File: config.mk
export PLATFORM = sky130hd
export DESIGN_NAME = sobel_gradient_flat
export DESIGN_NICKNAME = d
export VERILOG_FILES = /design/src/rtl/edge_pkg.sv /design/src/rtl/sobel_gradient_if.sv /design/src/rtl/sobel_kernel_3x3.sv /design/src/rtl/sobel_gradient.sv /design/src/flat_wrapper.sv
export SDC_FILE = /design/constraint.sdc
export NUM_CORES = 2
export LEC_CHECK = 0
export CAP_MARGIN = 30
export CORE_AREA = 4 4 464 466
export DETAILED_ROUTE_END_ITERATION = 6
export DIE_AREA = 0 0 468 470
export HOLD_SLACK_MARGIN = 0.06
export PLACE_DENSITY = 0.52
export RECOVER_POWER = 25
export SYNTH_ARGS = -nofsm -noshare
export SYNTH_HDL_FRONTEND = slang
export SYNTH_SLANG_ARGS = --single-unit
File: constraint.sdc
create_clock -name clk -period 12.9 [get_ports clk]
set_input_delay 2.58 -clock clk [delete_from_list [all_inputs] [get_ports clk]]
set_output_delay 2.58 -clock clk [all_outputs]
set_load 0.02 [all_outputs]
File: src/rtl/edge_pkg.sv
// Shared types and constants for the Sobel gradient block.
//   state_t            : frame FSM state encoding
//   THETA_*            : quantized edge directions, radians in Q8.8
//   TAN22_Q8/TAN67_Q8  : tan(22.5 deg) and tan(67.5 deg) scaled by 256
//   MAG_MAX            : saturation ceiling for the gradient magnitude
package edge_pkg;

    typedef enum logic [2:0] {
        IDLE       = 3'd0,
        INIT_PIXEL = 3'd1,
        COMPUTE    = 3'd2,
        CLASSIFY   = 3'd3,
        COMPLETE   = 3'd4
    } state_t;

    localparam logic signed [15:0] THETA_0   = 16'sd0;
    localparam logic signed [15:0] THETA_45  = 16'sd201;
    localparam logic signed [15:0] THETA_90  = 16'sd402;
    localparam logic signed [15:0] THETA_135 = 16'sd603;

    localparam int TAN22_Q8 = 106;
    localparam int TAN67_Q8 = 618;
    localparam int MAG_MAX  = 32767;

endpackage

File: src/rtl/sobel_gradient_if.sv
// Frame-level bus between a frame source/sink and sobel_gradient.
//   enable   : run the frame FSM (low aborts to IDLE)
//   pixel_in : source frame, signed 16-bit per pixel, held stable while enabled
//   done     : one-cycle pulse when the frame is finished
//   gradient : per-pixel Sobel magnitude
//   theta    : per-pixel quantized direction (Q8.8 radians)
// master drives enable/pixel_in, slave (the block) drives the results.
interface sobel_gradient_if #(
    parameter int WIDTH  = 5,
    parameter int HEIGHT = 5
);
    logic                                      enable;
    logic signed [HEIGHT-1:0][WIDTH-1:0][15:0] pixel_in;
    logic                                      done;
    logic signed [HEIGHT-1:0][WIDTH-1:0][15:0] gradient;
    logic signed [HEIGHT-1:0][WIDTH-1:0][15:0] theta;

    modport master (
        output enable,
        output pixel_in,
        input  done,
        input  gradient,
        input  theta
    );

    modport slave (
        input  enable,
        input  pixel_in,
        output done,
        output gradient,
        output theta
    );
endinterface

File: src/rtl/sobel_kernel_3x3.sv
// Combinational 3x3 Sobel kernel.
//   p00..p22 : nine signed 16-bit taps, p<row><col>, row 0 on top
//   gx       : horizontal gradient (right column minus left column)
//   gy       : vertical gradient (bottom row minus top row)
// Column/row weights are 1,2,1; the 20-bit result cannot overflow
// (worst case 4 * 65535 in magnitude).
module sobel_kernel_3x3
    import edge_pkg::*;
(
    input  logic signed [15:0] p00,
    input  logic signed [15:0] p01,
    input  logic signed [15:0] p02,
    input  logic signed [15:0] p10,
    input  logic signed [15:0] p11,
    input  logic signed [15:0] p12,
    input  logic signed [15:0] p20,
    input  logic signed [15:0] p21,
    input  logic signed [15:0] p22,
    output logic signed [19:0] gx,
    output logic signed [19:0] gy
);

    function automatic logic signed [19:0] ext(input logic signed [15:0] v);
        return {{4{v[15]}}, v};
    endfunction

    // The centre tap carries zero weight in both kernels.
    logic unused_center;
    assign unused_center = ^p11;

    assign gx = (ext(p02) + (ext(p12) <<< 1) + ext(p22))
              - (ext(p00) + (ext(p10) <<< 1) + ext(p20));

    assign gy = (ext(p20) + (ext(p21) <<< 1) + ext(p22))
              - (ext(p00) + (ext(p01) <<< 1) + ext(p02));

endmodule

File: src/rtl/sobel_gradient.sv
// Frame-sequential Sobel edge detector.
//   clk   : single clock, rising edge
//   rst_n : synchronous active-low reset, clears state and all outputs
//   bus   : sobel_gradient_if slave (enable, pixel_in in; done, gradient, theta out)
// Walks the frame in raster order. Boundary pixels get gradient/theta 0 in
// two cycles; interior pixels take four (init, compute, classify, complete).
// Entries not yet written in the current frame keep their previous values.
module sobel_gradient
    import edge_pkg::*;
#(
    parameter int WIDTH         = 5,
    parameter int HEIGHT        = 5,
    parameter int FRACTION_BITS = 8
) (
    input logic             clk,
    input logic             rst_n,
    sobel_gradient_if.slave bus
);

    localparam int ROW_W = (HEIGHT > 1) ? $clog2(HEIGHT) : 1;
    localparam int COL_W = (WIDTH > 1) ? $clog2(WIDTH) : 1;

    typedef logic [ROW_W-1:0] row_t;
    typedef logic [COL_W-1:0] col_t;

    localparam row_t ROW_LAST = row_t'(HEIGHT - 1);
    localparam col_t COL_LAST = col_t'(WIDTH - 1);

    state_t state, state_n;
    row_t   row, row_up, row_dn;
    col_t   col, col_lf, col_rt;
    logic   is_edge, last_pixel;
    logic   done_q;

    logic signed [15:0] t00, t01, t02, t10, t11, t12, t20, t21, t22;
    logic signed [19:0] gx_k, gy_k;
    logic signed [19:0] gx_p0, gy_p0;

    logic signed [HEIGHT-1:0][WIDTH-1:0][15:0] grad_q;
    logic signed [HEIGHT-1:0][WIDTH-1:0][15:0] theta_q;

    function automatic logic [19:0] abs20(input logic signed [19:0] v);
        return v[19] ? 20'(-v) : 20'(v);
    endfunction

    // |Gx|+|Gy| clipped to the positive 16-bit range.
    function automatic logic signed [15:0] sat_mag(input logic signed [19:0] gx,
                                                   input logic signed [19:0] gy);
        logic [20:0] sum;
        sum = {1'b0, abs20(gx)} + {1'b0, abs20(gy)};
        if (sum > 21'(MAG_MAX))
            return 16'(MAG_MAX);
        return 16'(sum);
    endfunction

    // Four-way direction bin using tangent thresholds in Q8.8, so no divide.
    function automatic logic signed [15:0] classify_theta(input logic signed [19:0] gx,
                                                          input logic signed [19:0] gy);
        logic [31:0] ax, ay, ay_q;
        ax   = 32'(abs20(gx));
        ay   = 32'(abs20(gy));
        ay_q = ay << FRACTION_BITS;
        if (ay_q <= ax * 32'(TAN22_Q8))
            return THETA_0;
        if (ay_q >= ax * 32'(TAN67_Q8))
            return THETA_90;
        // Zero has a clear sign bit, so it groups with the positives.
        if (gx[19] == gy[19])
            return THETA_45;
        return THETA_135;
    endfunction

    // Neighbour indices are clamped so the window stays in range on the
    // boundary; those pixels never use the kernel result.
    assign row_up = (row == '0)      ? row : row - 1'b1;
    assign row_dn = (row == ROW_LAST) ? row : row + 1'b1;
    assign col_lf = (col == '0)      ? col : col - 1'b1;
    assign col_rt = (col == COL_LAST) ? col : col + 1'b1;

    assign is_edge    = (row == '0) || (row == ROW_LAST) || (col == '0) || (col == COL_LAST);
    assign last_pixel = (row == ROW_LAST) && (col == COL_LAST);

    assign t00 = bus.pixel_in[row_up][col_lf];
    assign t01 = bus.pixel_in[row_up][col];
    assign t02 = bus.pixel_in[row_up][col_rt];
    assign t10 = bus.pixel_in[row][col_lf];
    assign t11 = bus.pixel_in[row][col];
    assign t12 = bus.pixel_in[row][col_rt];
    assign t20 = bus.pixel_in[row_dn][col_lf];
    assign t21 = bus.pixel_in[row_dn][col];
    assign t22 = bus.pixel_in[row_dn][col_rt];

    sobel_kernel_3x3 u_kernel (
        .p00 (t00),
        .p01 (t01),
        .p02 (t02),
        .p10 (t10),
        .p11 (t11),
        .p12 (t12),
        .p20 (t20),
        .p21 (t21),
        .p22 (t22),
        .gx  (gx_k),
        .gy  (gy_k)
    );

    always_comb begin
        state_n = IDLE;
        if (bus.enable) begin
            case (state)
                IDLE:       state_n = INIT_PIXEL;
                INIT_PIXEL: state_n = is_edge ? COMPLETE : COMPUTE;
                COMPUTE:    state_n = CLASSIFY;
                CLASSIFY:   state_n = COMPLETE;
                COMPLETE:   state_n = last_pixel ? IDLE : INIT_PIXEL;
                default:    state_n = IDLE;
            endcase
        end
    end

    always_ff @(posedge clk) begin
        if (!rst_n) begin
            state   <= IDLE;
            row     <= '0;
            col     <= '0;
            done_q  <= 1'b0;
            grad_q  <= '0;
            theta_q <= '0;
        end else begin
            state <= state_n;
            if (!bus.enable) begin
                done_q <= 1'b0;
            end else begin
                case (state)
                    IDLE: begin
                        done_q <= 1'b0;
                        row    <= '0;
                        col    <= '0;
                    end
                    INIT_PIXEL: begin
                        if (is_edge) begin
                            grad_q[row][col]  <= '0;
                            theta_q[row][col] <= THETA_0;
                        end
                    end
                    // Stage p0: kernel result captured for classification.
                    COMPUTE: begin
                        gx_p0 <= gx_k;
                        gy_p0 <= gy_k;
                    end
                    CLASSIFY: begin
                        grad_q[row][col]  <= sat_mag(gx_p0, gy_p0);
                        theta_q[row][col] <= classify_theta(gx_p0, gy_p0);
                    end
                    COMPLETE: begin
                        if (col != COL_LAST) begin
                            col <= col + 1'b1;
                        end else if (row != ROW_LAST) begin
                            col <= '0;
                            row <= row + 1'b1;
                        end else begin
                            done_q <= 1'b1;
                        end
                    end
                    default: ;
                endcase
            end
        end
    end

    assign bus.done     = done_q;
    assign bus.gradient = grad_q;
    assign bus.theta    = theta_q;

endmodule

File: src/flat_wrapper.sv
// flat-port wrapper written by rule: the top's interface ports become plain ports
module sobel_gradient_flat import edge_pkg::*;
#(
    parameter int WIDTH         = 5,
    parameter int HEIGHT        = 5,
    parameter int FRACTION_BITS = 8
)
  (clk, rst_n, bus_enable, bus_pixel_in, bus_done, bus_gradient, bus_theta);
  sobel_gradient_if #(.WIDTH(WIDTH), .HEIGHT(HEIGHT)) bus_i ();
  input logic clk;
  input logic rst_n;
  input wire logic [$bits(bus_i.enable)-1:0] bus_enable;
  input wire logic [$bits(bus_i.pixel_in)-1:0] bus_pixel_in;
  output wire logic [$bits(bus_i.done)-1:0] bus_done;
  output wire logic [$bits(bus_i.gradient)-1:0] bus_gradient;
  output wire logic [$bits(bus_i.theta)-1:0] bus_theta;
  assign bus_i.enable = bus_enable;
  assign bus_i.pixel_in = bus_pixel_in;
  assign bus_done = bus_i.done;
  assign bus_gradient = bus_i.gradient;
  assign bus_theta = bus_i.theta;
  sobel_gradient #(.WIDTH(WIDTH), .HEIGHT(HEIGHT), .FRACTION_BITS(FRACTION_BITS)) u_core (.clk(clk), .rst_n(rst_n), .bus(bus_i));
endmodule
==> impl_metrics.ini <==
[die]
coreArea_sq_um = 211000
die_area_sq_um = 220000
die_w_microns = 468
fp-row-count = 169
die_y_microns = 470
start_util_pct = 24.5
io_pins = 1204

[clock_network]
cts_setup_buffers = 0
clk_path_buf_depth = 3
cts_tree = yes
cts_buffers = 92
clk_latency_ps = 710
path_clk_slew_ps = 60
h-tree-depth = 3
clkSinkCount = 850
cts_resized = 0
cts_hold_buf = 0
root_buffer = clkbuf_16

[synth]
yosysTopAreaCellShare_pct = 31.3
ys.flop_type = dfxtp_1
ys_warn_count = 0
synth_commonest_cells = dfxtp_1 (810), nand2_1 (615), o21ai_0 (602), inv_1 (368), clkbuf_1 (341)
yosys.area.top_type = dfxtp_1
synth.distinct_cells = 84
synth_edf_count = 40
syn_area_sq_um = 51800
synthesis.nets = 6262
synthTopCellsByArea = dfxtp_1 (31%), mux4_2 (12%), fa_1 (7.2%), ha_1 (6.2%), o21ai_0 (5.8%)
syn_inst = 5417
synth.most_common_cell = dfxtp_1
seq_area_frac_synth_pct = 33.6
synth_area_per_cell_sq_um = 9.56
ys_ff_latch = 850
synthArstFlopShare_pct = 0

[placed_design]
gp_congestion = 0.976
pre_cts_slack_ps = 3390
io_buffers = 1203
detailed_place_hpwl_microns = 210000

[routing]
drt_iter0_markers = 5370
drc_errors = 0
vias = 49200
wire_per_inst_microns = 28.9
ant_nets = 0
drt-pass1-iter-count = 7
avgViaCountPerCell = 5.24
wl_microns = 272000

[finish]
drive_gt1_share_pct = 10.4
nNetsFinal = 7302
area_growth_pct = 36.7
final_util_pct = 33.5

[sta]
slew_violations = 433
hold_viol = 0
fin_tns_setup_ps = 0
setup_ws_ps = 3410
hold_slack_ps = 444
min_period_over_period_pct = 73.5
fmax_mhz = 105
tightestPinTransition_ps = 2790
finalCriticalPeriod_ps = 9490
clock_skew_ps = 19.7
maxSlewHeadroom_pct = -86.1
setup_viol = 0
rsz0062_at_grt = false

[pwr]
max-vdd-ir-drop_mv = 0.101
p_per_area_nw_per_um2 = 111
cellLeakagePower_uw = 0.0277

[global_route]
track_usage_pct = 23.8
grt_first_pass_wirelength_microns = 380000
antenna_found_initial = 57
first_global_vias = 48300
grt_max_degree = 114
gr-total-overflow = 0

[status]
status = finished, violations left
failed_checks = capacitance limit, slew limit

[worst_setup_path]
worstPathRequired_ps = 13320
cpPeakStageDelay_ps = 770
worstPathMaxFanout = 63
worstSetupEndpointType = register
critPathSlowestCell = dfxtp_4
crit_arrival_ps = 9910
critPathLaunchType = register
crit_type = register to register

[flow_run]
max_cap_violations = 14

[hold_path]
hold_path_class = register to register
## power breakdown
part | switching, uW | internal, uW | total, uW
clock network | 1170 | 1590 | 2750
logic | 1350 | 1010 | 2370
registers | 1.08 | 2750 | 2750
## worst paths after layout
check,start,end,slack (ps),cells past startpoint
worst min register to register,u_core.bus.gradient[163],u_core.bus.gradient[163],440,2
worst max register to register,u_core.row[1],u_core.gx_p0[19],3410,30
worst min-delay path,u_core.bus.gradient[163],u_core.bus.gradient[163],440,2
worst max-delay path,u_core.row[1],u_core.gx_p0[19],3410,30
## metrics by stage
step / total power, uW / instances / instance area [sq um]
floorplan: 4350 / 5417 / 51800
global placement: 5110 / 9159 / 67300
detailed placement: 5140 / 9182 / 67700
CTS: 7920 / 9352 / 70800
global route: 8260 / 9390 / 70700
finish: 7870 / 9398 / 70800
## metal layers
| layer | wire, microns | vias to the layer above | track usage (%) |
|---|---|---|---|
| li1 | - | 21600 | - |
| met1 | 108000 | 24400 | 29.9 |
| met2 | 125000 | 2731 | 38.4 |
| met3 | 23900 | 493 | 5.53 |
| met4 | 14600 | 4 | 11.5 |
| met5 | 22 | - | 0 |
## cell usage in the layout (no fill, tap or decap), types with 23 or more instances in the layout
cell type	count
mux2_2	24
o21bai_1	24
o22ai_1	41
dfxtp_1	806
o21a_1	36
diode_2	44
a21oi_1	183
o21ai_1	41
clkbuf_16	95
and2_1	191
fa_1	187
nand2b_1	26
a22o_1	46
o211ai_1	29
nand3_1	91
and2_0	53
nor2_1	155
o22a_1	88
clkdlybuf4s50_1	928
edfxtp_1	40
a21o_1	37
a22oi_1	221
dlygate4sd3_1	274
ha_1	254
o21ai_0	601
xor2_1	52
inv_1	368
nand2_1	613
xnor2_1	96
mux2i_1	34
nor3_1	35
a32o_1	23
clkbuf_1	38
buf_4	97
mux4_2	284
## cells by family after synthesis
logic type,count (synthesis),synth area share (%)
adder cells (fa/ha/maj),443,13.4
multiplexers,345,13.6
flip-flops,850,33.6
XOR/XNOR,153,2.62
AO/OA/AOI/OAI,1550,19.1
AND/OR/NAND/NOR,1310,11.9
buffers and inverters,766,5.65
## sequential cells by signal (all words and copies together), names as in the netlist
signal and count:
u_core.state 3, u_core.row 3, u_core.gx_p0 20, u_core.col 3
u_core.bus.done 1, u_core.bus.gradient 400, u_core.bus.theta 400, u_core.gy_p0 20
## worst max-delay path: cells and delay by family, from the launching register on
family                   cells  cell delay, ps
buffers and inverters        6            1040
AO/OA/AOI/OAI               12            3620
flip-flops                   1             770
adder cells (fa/ha/maj)      6            2260
multiplexers                 2             820
XOR/XNOR                     1             170
AND/OR/NAND/NOR              3             370
## layout make-up
type	count	area, sq um
fill	21700	140000
multi-input combinational	3801	31900
sequential	850	17400
timing repair buffer	1339	13300
tap	2821	3530
clock buffer	138	2740
inverter	373	1400
clock inverter	32	415
antenna	44	110
(Power assumes the default switching activity.)
